===== src/rtl/mem_arb_pkg.sv =====
// Shared definitions for the shared-memory round-robin arbiter.
// Holds the arbiter state encoding, the default address/data widths and the
// cache-coherency state type that the memory side and this block both use.
package mem_arb_pkg;

  localparam int DEF_ADDR_W = 14;
  localparam int DEF_DATA_W = 16;

  typedef enum logic [1:0] {
    IDLE,
    ISSUE,
    RESP
  } arb_state_t;

  // Line coherency state (Invalid / Modified / Shared).
  typedef enum logic [1:0] {
    COH_I,
    COH_M,
    COH_S
  } coherency_t;

endpackage


===== src/rtl/rr_priority_picker.sv =====
// Combinational round-robin picker.
// Scans req starting at ptr and wrapping, and returns the first set index.
//   req     : per-requester request vector
//   ptr     : index that currently has highest priority
//   winner  : index of the first set request at or after ptr (ptr when none)
//   any_req : at least one request is set
module rr_priority_picker #(
  parameter int NUM_REQ = 4
) (
  input  logic [NUM_REQ-1:0]         req,
  input  logic [$clog2(NUM_REQ)-1:0] ptr,
  output logic [$clog2(NUM_REQ)-1:0] winner,
  output logic                       any_req
);

  localparam int IDX_W = $clog2(NUM_REQ);

  logic [IDX_W-1:0] idx;

  // Walk the offsets from farthest to nearest so that the nearest set request
  // is the last one written and therefore wins. NUM_REQ is a power of two, so
  // the IDX_W-bit add wraps modulo NUM_REQ for free.
  always_comb begin
    idx     = '0;
    winner  = ptr;
    any_req = 1'b0;
    for (int i = NUM_REQ - 1; i >= 0; i--) begin
      idx = ptr + IDX_W'(i);
      if (req[idx]) begin
        winner  = idx;
        any_req = 1'b1;
      end
    end
  end

endmodule


===== src/rtl/mem_rr_arbiter.sv =====
// Round-robin arbiter sharing a single-ported memory between NUM_REQ ports.
// One request is latched at a time and driven onto a single-outstanding
// memory handshake; the winner gets a one-cycle resp pulse with rdata/err.
// A hung memory is cut off after TIMEOUT_CYC ISSUE cycles with err=1.
//   clk, reset_n          : clock, synchronous active-low reset
//   req/we/addr/wdata     : per-port request, packed port i at [i*W +: W]
//   resp/err/rdata        : one-hot completion pulse, timeout flag, read data
//   grant_id, busy        : port being served, transaction in flight
//   mem_req/we/addr/wdata : memory strobe and latched request
//   mem_ack, mem_rdata    : memory completion and read data
module mem_rr_arbiter
  import mem_arb_pkg::*;
#(
  parameter int NUM_REQ     = 4,
  parameter int ADDR_W      = DEF_ADDR_W,
  parameter int DATA_W      = DEF_DATA_W,
  parameter int TIMEOUT_CYC = 16
) (
  input  logic                        clk,
  input  logic                        reset_n,
  input  logic [NUM_REQ-1:0]          req,
  input  logic [NUM_REQ-1:0]          we,
  input  logic [NUM_REQ*ADDR_W-1:0]   addr,
  input  logic [NUM_REQ*DATA_W-1:0]   wdata,
  output logic [NUM_REQ-1:0]          resp,
  output logic                        err,
  output logic [DATA_W-1:0]           rdata,
  output logic [$clog2(NUM_REQ)-1:0]  grant_id,
  output logic                        busy,
  output logic                        mem_req,
  output logic                        mem_we,
  output logic [ADDR_W-1:0]           mem_addr,
  output logic [DATA_W-1:0]           mem_wdata,
  input  logic                        mem_ack,
  input  logic [DATA_W-1:0]           mem_rdata
);

  localparam int               IDX_W    = $clog2(NUM_REQ);
  localparam int               CNT_W    = $clog2(TIMEOUT_CYC);
  localparam logic [CNT_W-1:0] CNT_LAST = CNT_W'(TIMEOUT_CYC - 1);

  arb_state_t       state;
  arb_state_t       state_next;
  logic [IDX_W-1:0] ptr;
  logic [IDX_W-1:0] winner;
  logic             any_req;
  logic [CNT_W-1:0] wait_cnt;
  logic             timed_out;

  rr_priority_picker #(
    .NUM_REQ (NUM_REQ)
  ) u_picker (
    .req     (req),
    .ptr     (ptr),
    .winner  (winner),
    .any_req (any_req)
  );

  // Last ISSUE cycle the memory is allowed before we give up on it.
  assign timed_out = (wait_cnt == CNT_LAST);

  // State register.
  always_ff @(posedge clk) begin
    if (!reset_n) begin
      state <= IDLE;
    end else begin
      state <= state_next;
    end
  end

  // Next state and the outputs that follow directly from the state.
  // An ack in the final allowed cycle still counts as a normal completion.
  always_comb begin
    state_next = state;
    resp       = '0;
    busy       = 1'b0;
    mem_req    = 1'b0;
    unique case (state)
      IDLE: begin
        if (any_req) begin
          state_next = ISSUE;
        end
      end
      ISSUE: begin
        busy    = 1'b1;
        mem_req = 1'b1;
        if (mem_ack || timed_out) begin
          state_next = RESP;
        end
      end
      RESP: begin
        busy           = 1'b1;
        resp[grant_id] = 1'b1;
        state_next     = IDLE;
      end
      default: begin
        state_next = IDLE;
      end
    endcase
  end

  // Request latch, round-robin pointer, timeout counter and response data.
  // The mem_* fields are only written in IDLE so they stay frozen for the
  // whole access regardless of what the requester does with its inputs.
  always_ff @(posedge clk) begin
    if (!reset_n) begin
      grant_id  <= '0;
      mem_we    <= 1'b0;
      mem_addr  <= '0;
      mem_wdata <= '0;
      ptr       <= '0;
      wait_cnt  <= '0;
      err       <= 1'b0;
      rdata     <= '0;
    end else begin
      unique case (state)
        IDLE: begin
          if (any_req) begin
            grant_id  <= winner;
            mem_we    <= we[winner];
            mem_addr  <= addr[winner*ADDR_W +: ADDR_W];
            mem_wdata <= wdata[winner*DATA_W +: DATA_W];
            ptr       <= winner + 1'b1;
          end
        end
        ISSUE: begin
          if (mem_ack) begin
            err <= 1'b0;
            if (!mem_we) begin
              rdata <= mem_rdata;
            end
          end else if (timed_out) begin
            err   <= 1'b1;
            rdata <= '0;
          end else begin
            wait_cnt <= wait_cnt + 1'b1;
          end
        end
        RESP: begin
          wait_cnt <= '0;
        end
        default: begin
          wait_cnt <= '0;
        end
      endcase
    end
  end

endmodule


===== config.mk =====
export PLATFORM = sky130hd
export DESIGN_NAME = mem_rr_arbiter
export DESIGN_NICKNAME = d
export VERILOG_FILES = /design/src/rtl/mem_arb_pkg.sv /design/src/rtl/rr_priority_picker.sv /design/src/rtl/mem_rr_arbiter.sv
export SDC_FILE = /design/constraint.sdc
export NUM_CORES = 1
export LEC_CHECK = 0
export CORE_MARGIN = 4
export CORE_UTILIZATION = 33
export CTS_CLUSTER_SIZE = 10
export DETAILED_ROUTE_END_ITERATION = 12
export PLACE_DENSITY = 0.74
export SYNTH_ARGS = -nofsm -noshare
export SYNTH_HDL_FRONTEND = slang
export SYNTH_HIERARCHICAL = 1
export SYNTH_SLANG_ARGS = --single-unit

===== constraint.sdc =====
create_clock -name clk -period 2.1 [get_ports clk]
set_clock_uncertainty 0.15 [all_clocks]
set_input_delay 0.42 -clock clk [delete_from_list [all_inputs] [get_ports clk]]
set_output_delay 0.42 -clock clk [all_outputs]
set_load 0.005 [all_outputs]

==> impl_metrics.py <==
metrics = {
    "floorplan": {
        "io_pins": 203,
        "start_util_pct": 33.66,
        "rows": 35,
        "die_area_um2": 10990,
        "dieHeight_um": 104.9,
        "fp.dieW_um": 104.9,
        "coreArea_um2": 9196,
    },
    "synth": {
        "synth_nets": 439,
        "synth_area_per_cell_um2": 10.79,
        "synth-adder-area-share_pct": 2.021,
        "synth_cell_types": 38,
        "synth_top_area_share_pct": 37.51,
        "ys_warn_count": 6,
        "synthTopCellsByArea": "dfxtp_1, mux4_2, a22o_1, a21oi_1, nor2b_1",
        "synth_compound_area_share_pct": 18.88,
        "ys_ff_latch": 58,
        "synth_top_area_cell": "dfxtp_1",
        "syn_inst": 287,
        "synth_xor_area_share_pct": 0.2829,
        "synth.cell_area_um2": 3095,
        "synth_seq_area_share_pct": 37.51,
        "synthSimpleGateAreaFrac_pct": 13.58,
        "synth_top_family_by_area": "multiplexers",
        "muxShareOfSynthArea_pct": 22.88,
    },
    "setup_path": {
        "slowest_delay_ps": 560,
        "cp_data_arrival_time_ps": 2230,
        "required_ps": 2170,
        "crit_chain": "and2b_2 -> or4_4 -> nand2_8 -> buf_12 -> mux4_2 -> a22o_1",
        "cpMaxStageDelayCell": "or4_4",
        "startpoint_type": "flop",
        "end_kind": "flop",
        "crit_type": "reg -> reg",
        "cp_max_fo": 8,
        "rr_worst_depth": 6,
    },
    "global_routing": {
        "antenna_found_initial": 0,
        "grtUsageTotal_pct": 19.71,
        "grt_max_degree": 32,
        "grt_pass1_wl_mm": 16.97,
        "grt_overflow": 0,
        "grt_pass1_vias": 3357,
    },
    "cells_and_area": {
        "fin_nets": 653,
        "synthToLayoutAreaGrowth_pct": 83.02,
        "fillers": 758,
        "layout-drive-gt1-share_pct": 18.02,
        "n_antenna_cell": 0,
        "layout.cells.non_filler": 616,
    },
    "drt": {
        "vias": 3210,
        "via_per_inst": 5.211,
        "dr.first_iter.drc_count": 122,
        "drc": 0,
        "drtPass1Iterations": 4,
        "wire_per_inst_um": 17.89,
        "wl_mm": 11.02,
        "drtAntennaViolNets": 0,
    },
    "sta": {
        "finalCritPeriodShare_pct": 103.1,
        "fin_crit_ps": 2165,
        "slew_headroom_pct": 62.61,
        "fin_ws_ps": -64.52,
        "fmaxAchievable_mhz": 462.0,
        "drv_slew": 0,
        "final_hold_viol_count": 0,
        "rsz0062_at_grt": "yes",
        "setup_viol": 27,
        "tightest_slew_ps": 560.8,
    },
    "pwr": {
        "irDropWorstVdd_v": 0.0003917,
        "total_power_uw": 4316,
        "p_leak_uw": 0.002159,
        "power.density_nw_per_um2": 761.7,
    },
    "clock_tree": {
        "root_buffer": "clkbuf_8",
        "cts_tree": "done",
        "clockBufferDepth": 2,
        "clkSlewWorstSetupHoldPaths_ps": 70,
        "h-tree-depth": 3,
        "cts_buffers": 9,
        "clock_sinks": 58,
        "insertion_delay_ps": 330,
    },
    "place": {
        "gp_congestion": 0.7641,
        "portBuffers": 202,
        "place_hpwl_mm": 8.447,
        "dp.cells": 594,
    },
    "run": {
        "drv_cap": 0,
    },
    "worst_hold_path": {
        "hold_depth": 1,
        "hp-class": "reg -> reg",
    },
    "outcome": {
        "outcome": "finished, violations left",
        "violations": "setup timing",
    },
}
layout make-up:
class / count / area, um^2 / share of cell area, %
Timing Repair Buffer: 229 / 2346 / 41.41
Clock buffer: 11 / 131.4 / 2.319
Clock inverter: 4 / 20.02 / 0.3534
Tap cell: 111 / 138.9 / 2.451
Sequential cell: 58 / 1166 / 20.58
Inverter: 4 / 15.01 / 0.2650
Multi-Input combinational cell: 199 / 1848 / 32.62
routing by layer:
| metal | global-route usage [%] | routed length [um] |
|---|---|---|
| met5 | 0 | 0 |
| met1 | 21.12 | 4082 |
| met3 | 6.115 | 880 |
| met4 | 8.529 | 250 |
| met2 | 35.52 | 5805 |
worst max-delay path, delay by kind of cell, from the launching register on:
family	cells	cell delay, ps
buf+inv	1	130
simple gates	3	910
mux	1	300
flops	1	340
compound gates	1	220
Yosys cell counts:
| cell type | n |
|---|---|
| and2b_2 | 2 |
| nand3_1 | 19 |
| o221a_2 | 1 |
| and2b_1 | 1 |
| nand2b_1 | 3 |
| nor2_1 | 6 |
| nand4b_1 | 1 |
| xor2_1 | 1 |
| and3_1 | 1 |
| buf_6 | 3 |
| mux4_2 | 31 |
| or4_1 | 2 |
| ha_1 | 5 |
| a31oi_1 | 2 |
| nand3b_1 | 1 |
| o21ai_0 | 4 |
| a31o_1 | 1 |
| nor3_1 | 2 |
| clkbuf_1 | 11 |
| o22ai_1 | 2 |
| nand4bb_1 | 1 |
| a22o_1 | 31 |
| buf_1 | 2 |
| mux2i_1 | 1 |
| o211ai_1 | 1 |
| and3b_1 | 3 |
| a211oi_1 | 1 |
| nor3b_1 | 3 |
| inv_1 | 4 |
| o211a_1 | 1 |
| nand2_1 | 12 |
| a2bb2oi_1 | 1 |
| a41oi_1 | 1 |
| nor2b_1 | 17 |
| dfxtp_1 | 58 |
| buf_4 | 1 |
| buf_2 | 9 |
| a21oi_1 | 41 |
per-stage QoR:
step	setup slack, ps	setup TNS, ps	util, %	instance area (um^2)	hold WS (ps)
detailed placement	-714.8	-21850	58.20	5353	315.3
finish	-64.52	-569.5	61.61	5665	327.9
global placement	-633.5	-19470	58.20	5353	309.4
CTS	-80.41	-695.9	62.41	5739	331.3
floorplan	-36.38	-1005	-	3156	302.1
global route	-109.8	-1902	61.61	5665	343.9
kinds of logic (layout without fill, tap and decap cells):
| kind of cell | count (synthesis) | count (layout) |
|---|---|---|
| muxes | 32 | 32 |
| DFF | 58 | 58 |
| buffers and inverters | 30 | 248 |
| AOI/OAI and AO/OA | 87 | 87 |
| xor gates and xnor gates | 1 | 1 |
| adders and majority gates | 5 | 5 |
| and+or+nand+nor | 74 | 74 |
layout by cell type (no fill, tap or decap), types with 2 or more instances in the layout:
| master | Yosys | final |
|---|---|---|
| buf_4 | 1 | 15 |
| clkdlybuf4s50_1 | 0 | 193 |
| buf_12 | 0 | 9 |
| mux4_2 | 31 | 31 |
| clkdlybuf4s15_2 | 0 | 2 |
| a21oi_1 | 41 | 39 |
| nor3_1 | 2 | 2 |
| dlygate4sd2_1 | 0 | 5 |
| o21ai_0 | 4 | 2 |
| nor2_1 | 6 | 4 |
| a21oi_2 | 0 | 2 |
| ha_1 | 5 | 4 |
| clkinv_2 | 0 | 4 |
| a31oi_1 | 2 | 2 |
| dfxtp_2 | 0 | 4 |
| buf_6 | 3 | 2 |
| nand2b_1 | 3 | 3 |
| nor3b_1 | 3 | 3 |
| and2b_2 | 2 | 2 |
| clkbuf_1 | 11 | 2 |
| a22o_1 | 31 | 31 |
| nor2_2 | 0 | 2 |
| nor2b_1 | 17 | 17 |
| dfxtp_1 | 58 | 54 |
| o22ai_1 | 2 | 2 |
| and3b_1 | 3 | 3 |
| inv_1 | 4 | 3 |
| nand2_1 | 12 | 11 |
| clkbuf_8 | 0 | 9 |
| nand3_1 | 19 | 19 |
worst paths after layout:
kind	from	endpoint	slack [ps]
setup / recovery	ptr[0]$_SDFFE_PN0P_	mem_addr[12]$_SDFFE_PN0P_	-60
hold / removal	mem_wdata[9]$_SDFFE_PN0P_	mem_wdata[9]$_SDFFE_PN0P_	330
setup reg to reg	ptr[0]$_SDFFE_PN0P_	mem_addr[12]$_SDFFE_PN0P_	-60
hold reg to reg	mem_wdata[9]$_SDFFE_PN0P_	mem_wdata[9]$_SDFFE_PN0P_	330
where the power goes:
part           total (uW)  switching, uW  internal (uW)
logic                2030            717           1310
registers            1440            135           1310
clock network         848            434            414
total                4320           1290           3030
sequential cells by signal, indices dropped and copies added, names as in the netlist:
signal and cells:
rdata 16, err 1, mem_wdata 16, ptr 2, mem_addr 14, state 2
mem_we 1, wait_cnt 4, grant_id 2
timing repair:
item | CTS | global route
pin swaps | 6 | 7
gates cloned | 4 | 0
setup buffers | 5 | 2
hold buffers | 0 | 0
endpoints found under the setup margin | 38 | 33
gates resized for setup | 35 | 5
Power figures use the tool's default switching activity.
